<file path="src/rtl/lsu_mem_initiator.sv">
// Load/store initiator between the MEM pipeline stage and the data memory.
// Turns RV32I load/store requests into single-cycle memread/memwrite pulses,
// follows the memory's clk_stall handshake, splits misaligned accesses into
// byte accesses and merges/extends the load bytes locally.
module lsu_mem_initiator #(
    parameter int SPLIT_MISALIGNED = 1,
    parameter int MAX_WAIT         = 16
) (
    input  logic        clk,
    input  logic        reset,
    input  logic        req_valid,
    output logic        req_ready,
    input  logic        req_write,
    input  logic [2:0]  req_funct3,
    input  logic [31:0] req_addr,
    input  logic [31:0] req_wdata,
    output logic        resp_valid,
    output logic [31:0] resp_rdata,
    output logic        resp_err,
    output logic        busy,
    output logic [31:0] mem_addr,
    output logic [31:0] mem_write_data,
    output logic        mem_memwrite,
    output logic        mem_memread,
    output logic [3:0]  mem_sign_mask,
    input  logic [31:0] mem_read_data,
    input  logic        mem_clk_stall
);

    // The "next sub-access or respond" decision is taken on the DONE exit
    // cycle itself, so it does not occupy a state of its own.
    typedef enum logic [2:0] {S_IDLE, S_ISSUE, S_ACK, S_DONE, S_RESP, S_DRAIN} state_t;

    localparam logic [7:0] MAX_WAIT_C = 8'(MAX_WAIT);

    state_t      state_reg, state_next;
    logic [31:0] addr_reg, wdata_reg, data_reg, data_next;
    logic [2:0]  funct3_reg;
    logic        write_reg, split_reg;
    logic [1:0]  last_idx_reg, idx_reg, idx_next;
    logic [7:0]  cnt_reg, cnt_next, cnt_inc;

    logic        accept, req_legal, req_mis, req_bad, drain_on_reset;
    logic [1:0]  req_last;
    logic [31:0] src_addr, src_wdata;
    logic [2:0]  src_funct3;
    logic        src_write, src_split;
    logic [31:0] merged, final_rdata;

    logic        err_next, resp_valid_next, memread_next, memwrite_next;
    logic [31:0] rdata_next, mem_addr_next, mem_wdata_next;
    logic [3:0]  sign_mask_next;

    assign accept = req_valid && req_ready && !reset;

    // Request decode: legality, alignment and number of byte sub-accesses
    always_comb begin
        req_legal = (req_funct3[1:0] != 2'b11) &&
                    (req_write ? !req_funct3[2] : (req_funct3 != 3'b110));
        req_mis   = ((req_funct3[1:0] == 2'b01) && req_addr[0]) ||
                    ((req_funct3[1:0] == 2'b10) && (req_addr[1:0] != 2'b00));
        req_bad   = !req_legal || (req_mis && (SPLIT_MISALIGNED == 0));
        req_last  = !req_mis ? 2'd0 : ((req_funct3[1:0] == 2'b10) ? 2'd3 : 2'd1);
        // On the accept cycle the request is not latched yet, so use it directly
        if (state_reg == S_IDLE) begin
            src_addr   = req_addr;
            src_wdata  = req_wdata;
            src_funct3 = req_funct3;
            src_write  = req_write;
            src_split  = req_mis;
        end else begin
            src_addr   = addr_reg;
            src_wdata  = wdata_reg;
            src_funct3 = funct3_reg;
            src_write  = write_reg;
            src_split  = split_reg;
        end
        drain_on_reset = (state_reg == S_ISSUE) || (state_reg == S_ACK) ||
                         (state_reg == S_DONE) ||
                         ((state_reg == S_DRAIN) && mem_clk_stall);
    end

    // Load data merge: split accesses drop the returned byte into lane idx
    genvar gi;
    generate
        for (gi = 0; gi < 4; gi++) begin : g_lane
            assign merged[gi*8 +: 8] = !split_reg ? mem_read_data[gi*8 +: 8] :
                                       (idx_reg == 2'(gi)) ? mem_read_data[7:0] :
                                       data_reg[gi*8 +: 8];
        end
    endgenerate

    // Final load result: split halfwords are extended per funct3[2]
    always_comb begin
        final_rdata = merged;
        if (write_reg) begin
            final_rdata = 32'h0;
        end else if (split_reg && (funct3_reg[1:0] == 2'b01)) begin
            final_rdata = funct3_reg[2] ? {16'h0, merged[15:0]}
                                        : {{16{merged[15]}}, merged[15:0]};
        end
    end

    // Next-state logic plus the values every registered output takes next
    always_comb begin
        state_next = state_reg;
        idx_next   = idx_reg;
        data_next  = data_reg;
        cnt_inc    = cnt_reg + 8'd1;
        err_next   = 1'b0;
        rdata_next = 32'h0;
        case (state_reg)
            S_IDLE: begin
                if (accept) begin
                    idx_next  = 2'd0;
                    data_next = 32'h0;
                    if (req_bad) begin
                        state_next = S_RESP;
                        err_next   = 1'b1;
                    end else begin
                        state_next = S_ISSUE;
                    end
                end
            end
            S_ISSUE: state_next = S_ACK;
            S_ACK: begin
                if (mem_clk_stall) begin
                    state_next = S_DONE;
                end else if (cnt_inc == MAX_WAIT_C) begin
                    state_next = S_RESP;
                    err_next   = 1'b1;
                end
            end
            S_DONE: begin
                if (!mem_clk_stall) begin
                    data_next = merged;
                    if (idx_reg == last_idx_reg) begin
                        state_next = S_RESP;
                        rdata_next = final_rdata;
                    end else begin
                        state_next = S_ISSUE;
                        idx_next   = idx_reg + 2'd1;
                    end
                end else if (cnt_inc == MAX_WAIT_C) begin
                    state_next = S_RESP;
                    err_next   = 1'b1;
                end
            end
            S_RESP:  state_next = S_IDLE;
            S_DRAIN: if (!mem_clk_stall) state_next = S_IDLE;
            default: state_next = S_IDLE;
        endcase

        // Phase counter restarts whenever a new state is entered
        cnt_next = (state_next != state_reg) ? 8'd0 : cnt_inc;

        resp_valid_next = (state_next == S_RESP);
        memread_next    = 1'b0;
        memwrite_next   = 1'b0;
        mem_addr_next   = 32'h0;
        mem_wdata_next  = 32'h0;
        sign_mask_next  = 4'b0000;
        if (state_next == S_ISSUE) begin
            memread_next  = !src_write;
            memwrite_next = src_write;
            mem_addr_next = src_addr + {30'h0, idx_next};
            if (src_split) begin
                sign_mask_next = 4'b0001;
                if (src_write) mem_wdata_next = {24'h0, src_wdata[{idx_next, 3'b000} +: 8]};
            end else begin
                sign_mask_next[3]   = !src_write && !src_funct3[2] && (src_funct3[1:0] != 2'b10);
                sign_mask_next[2:0] = (src_funct3[1:0] == 2'b00) ? 3'b001 :
                                      (src_funct3[1:0] == 2'b01) ? 3'b011 : 3'b111;
                if (src_write) mem_wdata_next = src_wdata;
            end
        end
    end

    // Request field capture on accept
    always_ff @(posedge clk) begin
        if (accept) begin
            addr_reg     <= req_addr;
            wdata_reg    <= req_wdata;
            funct3_reg   <= req_funct3;
            write_reg    <= req_write;
            split_reg    <= req_mis;
            last_idx_reg <= req_last;
        end
    end

    // State and registered outputs; reset mid-access waits out the memory in DRAIN
    always_ff @(posedge clk) begin
        if (reset) begin
            state_reg      <= drain_on_reset ? S_DRAIN : S_IDLE;
            req_ready      <= !drain_on_reset;
            busy           <= drain_on_reset;
            idx_reg        <= 2'd0;
            data_reg       <= 32'h0;
            cnt_reg        <= 8'd0;
            resp_valid     <= 1'b0;
            resp_rdata     <= 32'h0;
            resp_err       <= 1'b0;
            mem_addr       <= 32'h0;
            mem_write_data <= 32'h0;
            mem_memwrite   <= 1'b0;
            mem_memread    <= 1'b0;
            mem_sign_mask  <= 4'b0000;
        end else begin
            state_reg      <= state_next;
            req_ready      <= (state_next == S_IDLE);
            busy           <= (state_next != S_IDLE);
            idx_reg        <= idx_next;
            data_reg       <= data_next;
            cnt_reg        <= cnt_next;
            resp_valid     <= resp_valid_next;
            resp_rdata     <= rdata_next;
            resp_err       <= err_next;
            mem_addr       <= mem_addr_next;
            mem_write_data <= mem_wdata_next;
            mem_memwrite   <= memwrite_next;
            mem_memread    <= memread_next;
            mem_sign_mask  <= sign_mask_next;
        end
    end

endmodule

</file>
<file path="config.mk">
export PLATFORM = sky130hd
export DESIGN_NAME = lsu_mem_initiator
export DESIGN_NICKNAME = d
export VERILOG_FILES = /design/src/rtl/lsu_mem_initiator.sv
export SDC_FILE = /design/constraint.sdc
export NUM_CORES = 1
export LEC_CHECK = 0
export ABC_AREA = 1
export CORE_MARGIN = 2
export CORE_UTILIZATION = 45
export CTS_BUF_LIST = sky130_fd_sc_hd__clkbuf_4 sky130_fd_sc_hd__clkbuf_8 sky130_fd_sc_hd__clkbuf_16
export DETAILED_ROUTE_END_ITERATION = 16
export GPL_TIMING_DRIVEN = 0
export PLACE_DENSITY = 0.72
export SLEW_MARGIN = 20
export SYNTH_ARGS = -nofsm -noshare
export SYNTH_HDL_FRONTEND = slang
export SYNTH_SLANG_ARGS = --single-unit
</file>
<file path="constraint.sdc">
create_clock -name clk -period 3.1 [get_ports clk]
set_input_delay 0.62 -clock clk [delete_from_list [all_inputs] [get_ports clk]]
set_output_delay 0.62 -clock clk [all_outputs]
set_load 0.01 [all_outputs]
</file>
==> flow_summary_export.csv <==
group,metric,value,unit
outcome,outcome,"complete, no violations",
worst_setup_path,critPathMaxFanout,10,
finish,area_growth,36.63,%
pwr,p_clk_frac,0.316,
floorplan,die_h,151.7,um
global_route,grt_max_degree,38,
finish,fin_cells,1724,
pwr,p_int,0.006467,W
timing,worst_pin_slew,978.0,ps
clock_network,cts_buffer_depth,3,
logic_synthesis,synth_cells,1176,
timing,setup_ws,173.9,ps
finish,utilization,0.6208,
pwr,max-vdd-ir-drop,0.0004237,V
finish,fin_nets,1537,
pwr,power_density,739.0,mW/mm2
worst_setup_path,critPathMaxStageDelay,440,ps
route,vias,8736,
global_route,grt.total_usage,0.2374,
global_route,grt_pass1_wl,42.78,mm
route,wirelength,27.77,mm
floorplan,io_pins,210,
pwr,p_sw_frac,0.3480,
worst_setup_path,worst_setup_path_end_kind,"register",
global_route,grt_pass1_vias,8192,
worst_setup_path,cp-start-kind,"register",
clock_network,clkLatencyLatePin,520,ps
logic_synthesis,synthDistinctLibCells,42,
clock_network,cts.root.buffer_cell,"clkbuf_16",
finish,mostFrequentLayoutCell,"nand2_1",
finish,layout_common_cells,"nand2_1, clkdlybuf4s50_1, dfxtp_1, inv_1, nor2_1",
run,drv_cap,0,
logic_synthesis,ys_ff_latch,222,
place,routabilityCongestion,0.9396,
timing,max_slew_margin,0.3430,
worst_setup_path,worst-path-buf-inv,3,
logic_synthesis,syn_avg_cell_area,8.353,um2
place,dp.final_hpwl,20.35,mm
floorplan,rows,54,
logic_synthesis,syn_area,0.009823,mm2
global_route,gr-total-overflow,0,
place,io_buffers,209,
logic_synthesis,synth_flop_cell,"dfxtp_1",
route,drt-vias-per-instance,5.067,
timing,drv_slew,0,
floorplan,die_w,151.7,um
route,drc,0,
worst_setup_path,critical_path_class,"reg2reg",
place,post-place-ws,-1532,ps
worst_setup_path,worstPathCellList,"xnor2_2, nand3_2, nand2_1, nand2_1, nand2_4, inv_2, buf_2, fa_2, nor2_4, nand2_1, inv_1, nand2_2, nor2_2, nand2_1, nor2_1, nand3_1, a21oi_2",
hold_path,hold_class,"reg2reg",
clock_network,numCtsBuffers,25,
pwr,combPwrFrac,0.343,
logic_synthesis,synth-warning-count,0,
timing,rsz0062_at_grt,"yes",
route,drtIter0Drc,544,
global_route,antenna_found_initial,2,
clock_network,htree_num_levels,1,
place,post-place-cells,1666,
pwr,seqPwrFrac,0.341,
logic_synthesis,synth_nets,1289,
worst_setup_path,cp.arrival,3370,ps
worst_setup_path,required,3550,ps
timing,hold_violations,0,
finish,drive_gt1_frac,0.1358,
clock_network,clk_pin_slew_worst_paths,60,ps
worst_setup_path,cp_slowest_cell,"edfxtp_1",
floorplan,initial_utilization,0.4543,
logic_synthesis,synthArstFlopShare,0,
finish,n_fill_cell,1877,
route,ant_nets,0,
timing,max_freq,341.7,MHz
route,post_drt_wl_per_cell,16.11,um
worst_setup_path,worst_path_most_repeated_cell,"nand2_1",
logic_synthesis,ys_seq_area_frac,0.5248,
pwr,switchingPower,0.003452,W
logic_synthesis,synth_edf_count,71,
floorplan,die_area,0.02303,mm2
timing,fin_crit,2926,ps
route,drtPass1Iterations,5,
worst_setup_path,cp_top_family,"simple AND/OR/NAND/NOR gates",
clock_network,numClockSinks,222,
timing,setup_violations,0,
floorplan,core_area,0.02162,mm2
clock_network,cts_tree,"built",
pwr,p_leak,5.393,nW
timing,post-route-period-util,0.9439,
timing,fin_skew,13.32,ps
## per-layer routing
layer / vias up / GRT usage / routed length, um
met5: - / 0 / 11
met1: 4032 / 0.3122 / 11940
met2: 312 / 0.3986 / 13220
met3: 58 / 0.04012 / 1796
li1: 4332 / - / -
met4: 2 / 0.07824 / 797
## layout make-up
class	count	area [um2]	area share
clock inverter	13	151.4	0.01128
clock buffer	33	745.7	0.05556
inverter	127	481.7	0.03589
antenna	1	2.502	0.0001864
multi-input combinational	785	4060	0.3025
buffer	38	221.5	0.01650
timing repair buffer	225	2247	0.1674
sequential	222	5161	0.3845
tap	280	350.3	0.02610
## kinds of logic after synthesis
family / Yosys count / synth area share
xor+xnor: 6 / 0.005351
flops: 222 / 0.5248
simple gates: 516 / 0.2359
compound gates: 227 / 0.1216
mux: 27 / 0.02751
fa+ha+maj: 9 / 0.01223
buf+inv: 169 / 0.07260
## per-stage QoR
step                cell area, um2  TNS, ps  hold slack [ps]  total power [W]
CTS                          13320        0            461.9         0.009949
global placement             12270   -90300            448.4         0.006652
floorplan                     9824        0            442.2         0.005647
detailed placement           12290   -26980            452.6         0.006691
global route                 13420   -39.56            470.6          0.01052
finish                       13420        0            458.8         0.009919
## Yosys cell counts, types with 3 or more instances
cell | count | area, um2
a211oi_1 | 3 | 22.52
a21oi_1 | 90 | 450.4
buf_2 | 6 | 30.03
buf_4 | 3 | 22.52
buf_6 | 8 | 90.09
clkbuf_1 | 25 | 93.84
dfxtp_1 | 151 | 3023
edfxtp_1 | 71 | 2132
ha_1 | 8 | 100.1
inv_1 | 114 | 427.9
inv_2 | 13 | 48.80
mux2i_1 | 27 | 270.3
nand2_1 | 259 | 972.2
nand2_2 | 7 | 43.79
nand2_4 | 3 | 33.78
nand3_1 | 38 | 190.2
nand4_1 | 11 | 68.82
nor2_1 | 108 | 405.4
nor2_2 | 30 | 187.7
nor2_4 | 3 | 33.78
nor3_1 | 6 | 30.03
o211ai_1 | 4 | 30.03
o21a_1 | 3 | 22.52
o21ai_0 | 104 | 520.5
o21ai_1 | 13 | 65.06
o21ai_2 | 3 | 26.28
o22ai_1 | 4 | 25.02
or2_0 | 4 | 25.02
or2_1 | 4 | 25.02
or2_2 | 35 | 219.0
xnor2_1 | 3 | 26.28
xor2_1 | 3 | 26.28
## what timing repair did
| action | 4_1_cts | 5_1_grt |
|---|---|---|
| setup buffers | 7 | 7 |
| hold buffers | 0 | 0 |
| endpoints found under the setup margin | 26 | 13 |
| gates cloned | 1 | 0 |
| resized for setup | 21 | 18 |
| hold endpoints to repair | 0 | 0 |
| pin swaps | 4 | 7 |
## worst register-to-register path, delay by kind of cell, from the launching register on
family                   cells  cell delay (ps)
AO/OA/AOI/OAI                1              130
XOR/XNOR                     1              260
adder cells (fa/ha/maj)      1              450
buffers and inverters        3              340
flip-flops                   1              440
AND/OR/NAND/NOR             11             1260
## power groups by stage
stage,Clock [W],Sequential (W),Combinational [W]
after floorplan,0,0.00348,0.00217
after global placement,0,0.00344,0.00321
after detailed placement,0,0.00343,0.00326
final,0.00314,0.00338,0.00340
after CTS,0.00320,0.00338,0.00337
after global routing,0.00333,0.00340,0.00378
## worst paths after layout
check	from	endpoint	slack (ps)	cells after the start
hold reg to reg	data_reg[3]$_SDFFE_PP0P_	data_reg[3]$_SDFFE_PP0P_	460	2
setup reg to reg	last_idx_reg[1]$_SDFFCE_PN0P_	mem_addr[18]$_SDFF_PP0_	170	17
setup / recovery	last_idx_reg[1]$_SDFFCE_PN0P_	mem_addr[18]$_SDFF_PP0_	170	17
hold / removal	data_reg[3]$_SDFFE_PP0P_	data_reg[3]$_SDFFE_PP0P_	460	2
No activity file was read; power rests on OpenSTA's default activity.
